--- src/rtl/matrix_scan_ctrl.sv ---
// Scan sequencer and column-RAM arbiter for the LED-matrix colour path.
// Steps the pixel select through 0..NUM_PIX-1, holding each pixel for DWELL
// clocks. Ant-update write windows are granted only at frame boundaries or
// while the display is idle, so a frame never shows a half-updated board.
//
// Ports:
//   clk          system clock, rising edge
//   rst          synchronous reset, active-high
//   en           display enable
//   upd_req      updater requests a column-RAM write window (level)
//   upd_done     one-cycle pulse from updater: writes finished
//   sel          pixel select to the colour mux
//   pix_valid    sel/colour valid for the matrix driver
//   frame_start  one-cycle pulse on the first cycle of each frame
//   upd_gnt      write window granted; scan halted
//   upd_err      sticky grant-timeout flag, cleared only by rst
//   frame_cnt    frames started, wraps modulo 256
module matrix_scan_ctrl #(
    parameter int unsigned NUM_PIX     = 56,
    parameter int unsigned DWELL       = 1000,
    parameter int unsigned UPD_TIMEOUT = 4096
) (
    input  logic       clk,
    input  logic       rst,
    input  logic       en,
    input  logic       upd_req,
    input  logic       upd_done,
    output logic [5:0] sel,
    output logic       pix_valid,
    output logic       frame_start,
    output logic       upd_gnt,
    output logic       upd_err,
    output logic [7:0] frame_cnt
);

    localparam int unsigned DW_W = (DWELL > 1) ? $clog2(DWELL) : 1;
    localparam int unsigned TO_W = (UPD_TIMEOUT > 1) ? $clog2(UPD_TIMEOUT) : 1;
    localparam logic [DW_W-1:0] DW_LAST  = DW_W'(DWELL - 1);
    localparam logic [TO_W-1:0] TO_LAST  = TO_W'(UPD_TIMEOUT - 1);
    localparam logic [5:0]      SEL_LAST = 6'(NUM_PIX - 1);

    typedef enum logic [1:0] {
        IDLE   = 2'd0,
        SCAN   = 2'd1,
        UPDATE = 2'd2
    } state_e;

    state_e          state_q, state_d;
    logic [5:0]      sel_q, sel_d;
    logic            pix_valid_q, pix_valid_d;
    logic            frame_start_q, frame_start_d;
    logic            upd_gnt_q, upd_gnt_d;
    logic            upd_err_q, upd_err_d;
    logic [7:0]      frame_cnt_q, frame_cnt_d;
    logic [DW_W-1:0] dwell_q, dwell_d;
    logic [TO_W-1:0] to_q, to_d;

    // State and output registers
    always_ff @(posedge clk) begin
        if (rst) begin
            state_q       <= IDLE;
            sel_q         <= '0;
            pix_valid_q   <= 1'b0;
            frame_start_q <= 1'b0;
            upd_gnt_q     <= 1'b0;
            upd_err_q     <= 1'b0;
            frame_cnt_q   <= '0;
            dwell_q       <= '0;
            to_q          <= '0;
        end else begin
            state_q       <= state_d;
            sel_q         <= sel_d;
            pix_valid_q   <= pix_valid_d;
            frame_start_q <= frame_start_d;
            upd_gnt_q     <= upd_gnt_d;
            upd_err_q     <= upd_err_d;
            frame_cnt_q   <= frame_cnt_d;
            dwell_q       <= dwell_d;
            to_q          <= to_d;
        end
    end

    // Next-state and next-output logic
    always_comb begin
        state_d       = state_q;
        sel_d         = sel_q;
        pix_valid_d   = pix_valid_q;
        frame_start_d = 1'b0;
        upd_gnt_d     = upd_gnt_q;
        upd_err_d     = upd_err_q;
        frame_cnt_d   = frame_cnt_q;
        dwell_d       = dwell_q;
        to_d          = to_q;

        case (state_q)
            IDLE: begin
                sel_d       = '0;
                pix_valid_d = 1'b0;
                if (upd_req) begin
                    state_d   = UPDATE;
                    upd_gnt_d = 1'b1;
                    to_d      = '0;
                end else if (en) begin
                    state_d       = SCAN;
                    dwell_d       = '0;
                    pix_valid_d   = 1'b1;
                    frame_start_d = 1'b1;
                    frame_cnt_d   = frame_cnt_q + 8'd1;
                end
            end

            SCAN: begin
                if (dwell_q == DW_LAST) begin
                    dwell_d = '0;
                    if (!en) begin
                        state_d     = IDLE;
                        sel_d       = '0;
                        pix_valid_d = 1'b0;
                    end else if (sel_q != SEL_LAST) begin
                        sel_d = sel_q + 6'd1;
                    end else if (upd_req) begin
                        // Pending request is served only once the frame is complete
                        state_d     = UPDATE;
                        sel_d       = '0;
                        pix_valid_d = 1'b0;
                        upd_gnt_d   = 1'b1;
                        to_d        = '0;
                    end else begin
                        sel_d         = '0;
                        frame_start_d = 1'b1;
                        frame_cnt_d   = frame_cnt_q + 8'd1;
                    end
                end else begin
                    dwell_d = dwell_q + DW_W'(1);
                end
            end

            UPDATE: begin
                // Done wins over a coincident timeout, so no error in that case
                if (upd_done || (to_q == TO_LAST)) begin
                    upd_gnt_d = 1'b0;
                    to_d      = '0;
                    if (!upd_done) begin
                        upd_err_d = 1'b1;
                    end
                    if (en) begin
                        state_d       = SCAN;
                        sel_d         = '0;
                        dwell_d       = '0;
                        pix_valid_d   = 1'b1;
                        frame_start_d = 1'b1;
                        frame_cnt_d   = frame_cnt_q + 8'd1;
                    end else begin
                        state_d = IDLE;
                    end
                end else begin
                    to_d = to_q + TO_W'(1);
                end
            end

            default: begin
                state_d     = IDLE;
                sel_d       = '0;
                pix_valid_d = 1'b0;
                upd_gnt_d   = 1'b0;
            end
        endcase
    end

    assign sel         = sel_q;
    assign pix_valid   = pix_valid_q;
    assign frame_start = frame_start_q;
    assign upd_gnt     = upd_gnt_q;
    assign upd_err     = upd_err_q;
    assign frame_cnt   = frame_cnt_q;

endmodule

--- config.mk ---
export PLATFORM = sky130hd
export DESIGN_NAME = matrix_scan_ctrl
export DESIGN_NICKNAME = d
export VERILOG_FILES = /design/src/rtl/matrix_scan_ctrl.sv
export SDC_FILE = /design/constraint.sdc
export NUM_CORES = 1
export LEC_CHECK = 0
export BUFFER_PORTS_ARGS = -buffer_cell sky130_fd_sc_hd__buf_2
export CAP_MARGIN = 10
export CORE_MARGIN = 2
export CORE_UTILIZATION = 58
export DETAILED_ROUTE_END_ITERATION = 8
export PLACE_DENSITY = 0.79
export SLEW_MARGIN = 20
export SYNTH_ARGS = -nofsm -noshare
export SYNTH_HDL_FRONTEND = slang
export SYNTH_SLANG_ARGS = --single-unit
--- constraint.sdc ---
create_clock -name clk -period 2.7 [get_ports clk]
set_input_delay 0.135 -clock clk [delete_from_list [all_inputs] [get_ports clk]]
set_output_delay 0.135 -clock clk [all_outputs]
set_load 0.02 [all_outputs]
# Word-level counts from Yosys, hierarchy flattened
# Cells that the tools add are included.
# word_totals
register_bits,42
out_inout_bits,18
elab_cells,95
input_bits,5
# classes
bitwise_logic,1
reduce_logical,11
mux,55
n_addsub,4
n_eq_ne,15
# ops
operator,n
12-bit 2-to-1 mux,5
8-bit 2-to-1 mux,7
10-bit 2-to-1 mux,4
12-bit case mux with 3 select lines,1
6-bit 2-to-1 mux,5
10-bit case mux with 3 select lines,1
8-bit case mux with 3 select lines,1
1-bit 2-to-1 mux,19
2-bit 2-to-1 mux,7
"2-bit inequality test, second input constant",7
"12-bit by 1-bit adder with 12-bit output, second input constant",1
"12-bit == test, second input constant",1
6-bit case mux with 2 select lines,1
"10-bit by 1-bit adder with 10-bit output, second input constant",1
"10-bit == test, second input constant",1
5-bit AND reduction,2
"3-bit inequality test, second input constant",3
1-bit case mux with 3 select lines,3
3-bit AND reduction,3
"8-bit by 1-bit adder with 8-bit output, second input constant",1
4-bit AND reduction,2
7-bit AND reduction,1
"6-bit by 1-bit adder with 6-bit output, second input constant",1
"6-bit inequality test, second input constant",1
7 further kinds,7

# Logic depth before layout (Yosys ltp)
# logic_depth
ltp_word,6
ltp_mapped,7
depth_no_buf,6

# Worst setup path before layout
# No wires, ideal clock.
# synth_path
path_kind,reg-to-reg
startpoint,"register sel_q[0], in the netlist sel[0]"
endpoint,"register frame_cnt_q[7], in the netlist frame_cnt[7]"
arrival_ps,2130
synth_period_minus_slack_ps,2200
required_ps,2629
stages_incl_launch_ff,7
setup_slack_ps,500
path_buffers,0
setup_ps,71
path_cell_list,dfxtp_1 ha_1 nand4b_1 or4_1 o32a_2 or4_1 a21oi_1
# synth_via
elab_chain_cells,3
# synth_rtl
element,line_no,rtl
from (decl),49,"logic [5:0] sel_q, sel_d;"
from (signal assigned),72,sel_q <= sel_d;
6-bit inequality test,119,end else if (sel_q != SEL_LAST) begin
2-bit inequality test (no source line),-,
7-bit AND reduction (no source line),-,
to (signal assigned),77,frame_cnt_q <= frame_cnt_d;
to (decl),54,"logic [7:0] frame_cnt_q, frame_cnt_d;"
# Every way passes these cells.
# A chain may end at the register's enable or synchronous reset.

# Final worst setup path
# layout_path
startpoint,register to_q[0]
endpoint,"register frame_cnt_q[7], in the netlist frame_cnt[7]"
# layout_via
elab_chain_cells,4
# layout_rtl
element,line_no,rtl
from (decl),56,"logic [TO_W-1:0] to_q, to_d;"
from (signal assigned),79,to_q <= to_d;
12-bit == test,140,if (upd_done || (to_q == TO_LAST)) begin
1-bit logical OR,140,
2-bit inequality test (no source line),-,
7-bit AND reduction (no source line),-,
# Every way passes these cells.

==> key figures <==
STA
  • FMAX: 409 MHz
  • WHS: 0.229 ns
  • Period minus WS final: 2.45 ns
  • Fin. max-slew vios: 0
  • Max-Slew Margin vs Limit: 62.2%
  • RSZ-0062 raised after global routing: false
  • # setup viols final: 0
  • Actual slew at the worst max-slew pin: 0.566 ns
  • Final setup TNS: 0 ns
  • Clock skew: 0.0118 ns
  • Final hold vios: 0
  • Crit share post-route: 90.6%

Worst setup path
  • Crit. End Element: flip-flop
  • Critical Path AT: 2.68 ns
  • Startpoint type of the worst setup path: flip-flop
  • CP Max Fanout: 15
  • Data required, critical path: 2.94 ns
  • Critical path class: flip-flop to flip-flop

Power
  • Switching pwr: 0.334 mW
  • P_int: 1.04 mW
  • VDD IR max: 331 uV
  • Switching share of power: 24.2%
  • Leak: 0.890 nW
  • Clk pwr share: 43.5%
  • Comb pwr share: 9.5%
  • Flop pwr share: 47.0%
  • Pwr dens: 559 nW/um^2

Die
  • # rows: 22
  • Die Height: 65.2 um
  • Core region area: 3630 sq um
  • Die X: 65.2 um
  • Ports: 23
  • Starting density of the core: 59.7%
  • Die Area: 4250 sq um

Logic synthesis
  • Syn Std Cell Area: 2170 sq um
  • Count leader, synth: dfxtp_1
  • Seq/Total Area, Yosys: 38.7%
  • Synth unique cells: 50
  • Total number of yosys warnings: 0
  • Most frequent cells after synthesis: dfxtp_1, a21oi_1, nor2_1, nand3_1, nand2_1
  • Largest cells by area after synthesis: dfxtp_1, a21oi_1, nor2_1
  • Yosys reg bits: 42
  • Post-synth net total: 276
  • Post-synth top area share: 38.7%
  • Post-synth EDFFs: 0
  • Synth Flop Type: dfxtp_1
  • Synthesized area per cell: 8.13 sq um
  • Area leader, netlist: dfxtp_1
  • Post-Syn Instances: 267
  • Async SR Flop Fraction: 0%

Clock network
  • Post-CTS Setup Bufs: 0
  • PostCTS Resize Cnt: 0
  • Hold_buf cts: 0
  • CTS Buffer Depth: 2
  • CTS clk-pin slew, worst paths: 0.09 ns
  • CTS H-tree lvls: 2
  • TritonCTS Sinks: 42
  • Inserted Clock Buffers: 5
  • CTS tree: done
  • Clock Root Buffer: clkbuf_8
  • Clock latency on the worst-skew pair: 0.30 ns

Finish
  • # diodes: 0
  • Ratio of cells with drive above 1 in the final layout: 14.8%
  • Nets: 298
  • # fillers: 318
  • Area Growth Syn to Fin: 13.6%

Placed design
  • Port Buffers: 22
  • GP Congestion: 0.824
  • DP HPWL: 3340 um

Global route
  • Total track usage: 24.7%
  • Pin count of the biggest net entering global routing: 30
  • Antenna violations before repair: 0
  • Global-route wire length before repair: 8190 um
  • GRT overflow: 0
  • Vias in the first global route: 1840

Detailed routing
  • Via count: 2058
  • Mean routed wirelength per cell: 14.0 um
  • DRT Wirelength: 4740 um
  • Vias per cell: 6.09
  • Detail Route Antenna Nets: 0
  • Initial drt markers: 135
  • Initial DRT Pass Iterations: 4
  • # DRC: 0

Worst hold path
  • Worst hold path class: input pin to flip-flop

Job
  • Max Cap Viol: 0

Outcome
  • Status: finished, final reports clean
## cells in the final DEF, fill, tap and decap left out, types with 3 or more instances in the layout
| cell type | n |
|---|---|
| a211oi_1 | 4 |
| a21oi_1 | 28 |
| a31oi_1 | 4 |
| and3_1 | 6 |
| buf_2 | 22 |
| buf_4 | 4 |
| clkbuf_8 | 5 |
| dfxtp_1 | 42 |
| ha_1 | 4 |
| inv_1 | 6 |
| nand2_1 | 18 |
| nand2b_1 | 4 |
| nand3_1 | 20 |
| nand4_1 | 8 |
| nor2_1 | 27 |
| nor3_1 | 5 |
| o21ai_0 | 5 |
| o21ai_1 | 7 |
| o31ai_1 | 7 |
| or3_1 | 11 |
| or4_1 | 6 |
| xnor2_1 | 3 |
| xor2_1 | 8 |
## final timing paths
kind                                endpoint    startpoint  depth (start not counted)  slack [ns]
worst max-delay path            frame_cnt[7]       to_q[0]                          6        0.25
worst min-delay path                 upd_err      upd_done                          4        0.23
worst min register to register  frame_cnt[7]  frame_cnt[7]                          2        0.48
worst max register to register  frame_cnt[7]       to_q[0]                          6        0.25
## per-stage QoR
| step | instance area [sq um] | util (%) | setup slack (ns) | std cells | total power, mW |
|---|---|---|---|---|---|
| floorplan | 2170 | - | 0.500 | 267 | 0.752 |
| global placement | 2330 | 64.1 | 0.381 | 330 | 0.789 |
| detailed placement | 2330 | 64.1 | 0.326 | 330 | 0.791 |
| CTS | 2470 | 67.9 | 0.272 | 338 | 1.38 |
| global route | 2470 | 67.9 | 0.141 | 338 | 1.43 |
| finish | 2470 | 67.9 | 0.253 | 338 | 1.38 |
## area by class of cell
cell class | count | area, sq um | area share, %
Clock inverter | 3 | 68.8 | 2.79
Timing Repair Buffer | 26 | 140 | 5.68
Inverter | 6 | 22.5 | 0.913
Tap cell | 48 | 60.1 | 2.44
Clock buffer | 5 | 68.8 | 2.79
Sequential cell | 42 | 841 | 34.1
Multi-Input combinational cell | 208 | 1260 | 51.3
## sequential cells by signal, indices dropped and copies added, names as in the netlist
| name | count |
|---|---|
| frame_start | 1 |
| upd_err | 1 |
| frame_cnt | 8 |
| state_q | 2 |
| sel | 6 |
| pix_valid | 1 |
| to_q | 12 |
| upd_gnt | 1 |
| dwell_q | 10 |
## kinds of logic after synthesis
family          synth area share, %
compound gates                 19.0
simple gates                   31.6
buf+inv                        3.00
xor+xnor                       4.44
mux                           0.922
fa+ha+maj                      2.31
flops                          38.7
## power groups by stage
stage	Sequential, mW	Clock (mW)	Combinational, mW
floorplan	0.662	0	0.0895
global placement	0.662	0	0.127
detailed placement	0.662	0	0.129
CTS	0.647	0.606	0.130
global route	0.650	0.635	0.144
finish	0.648	0.600	0.130
## metal layers
| layer | track usage (%) | vias to the layer above | wire length, um |
|---|---|---|---|
| li1 | - | 1032 | - |
| met1 | 32.7 | 968 | 2210 |
| met2 | 39.4 | 46 | 2250 |
| met3 | 5.65 | 12 | 180 |
| met4 | 8.85 | 0 | 100 |
| met5 | 0 | - | 0 |
## critical path: stages (launching register included)
cell and delay, ns:
dfxtp_1 0.44, ha_1 0.30, nand2_1 0.13, o41a_1 0.35
o32a_2 0.50, or4_1 0.53, a21oi_1 0.14
No activity file was read; power rests on OpenSTA's default activity.
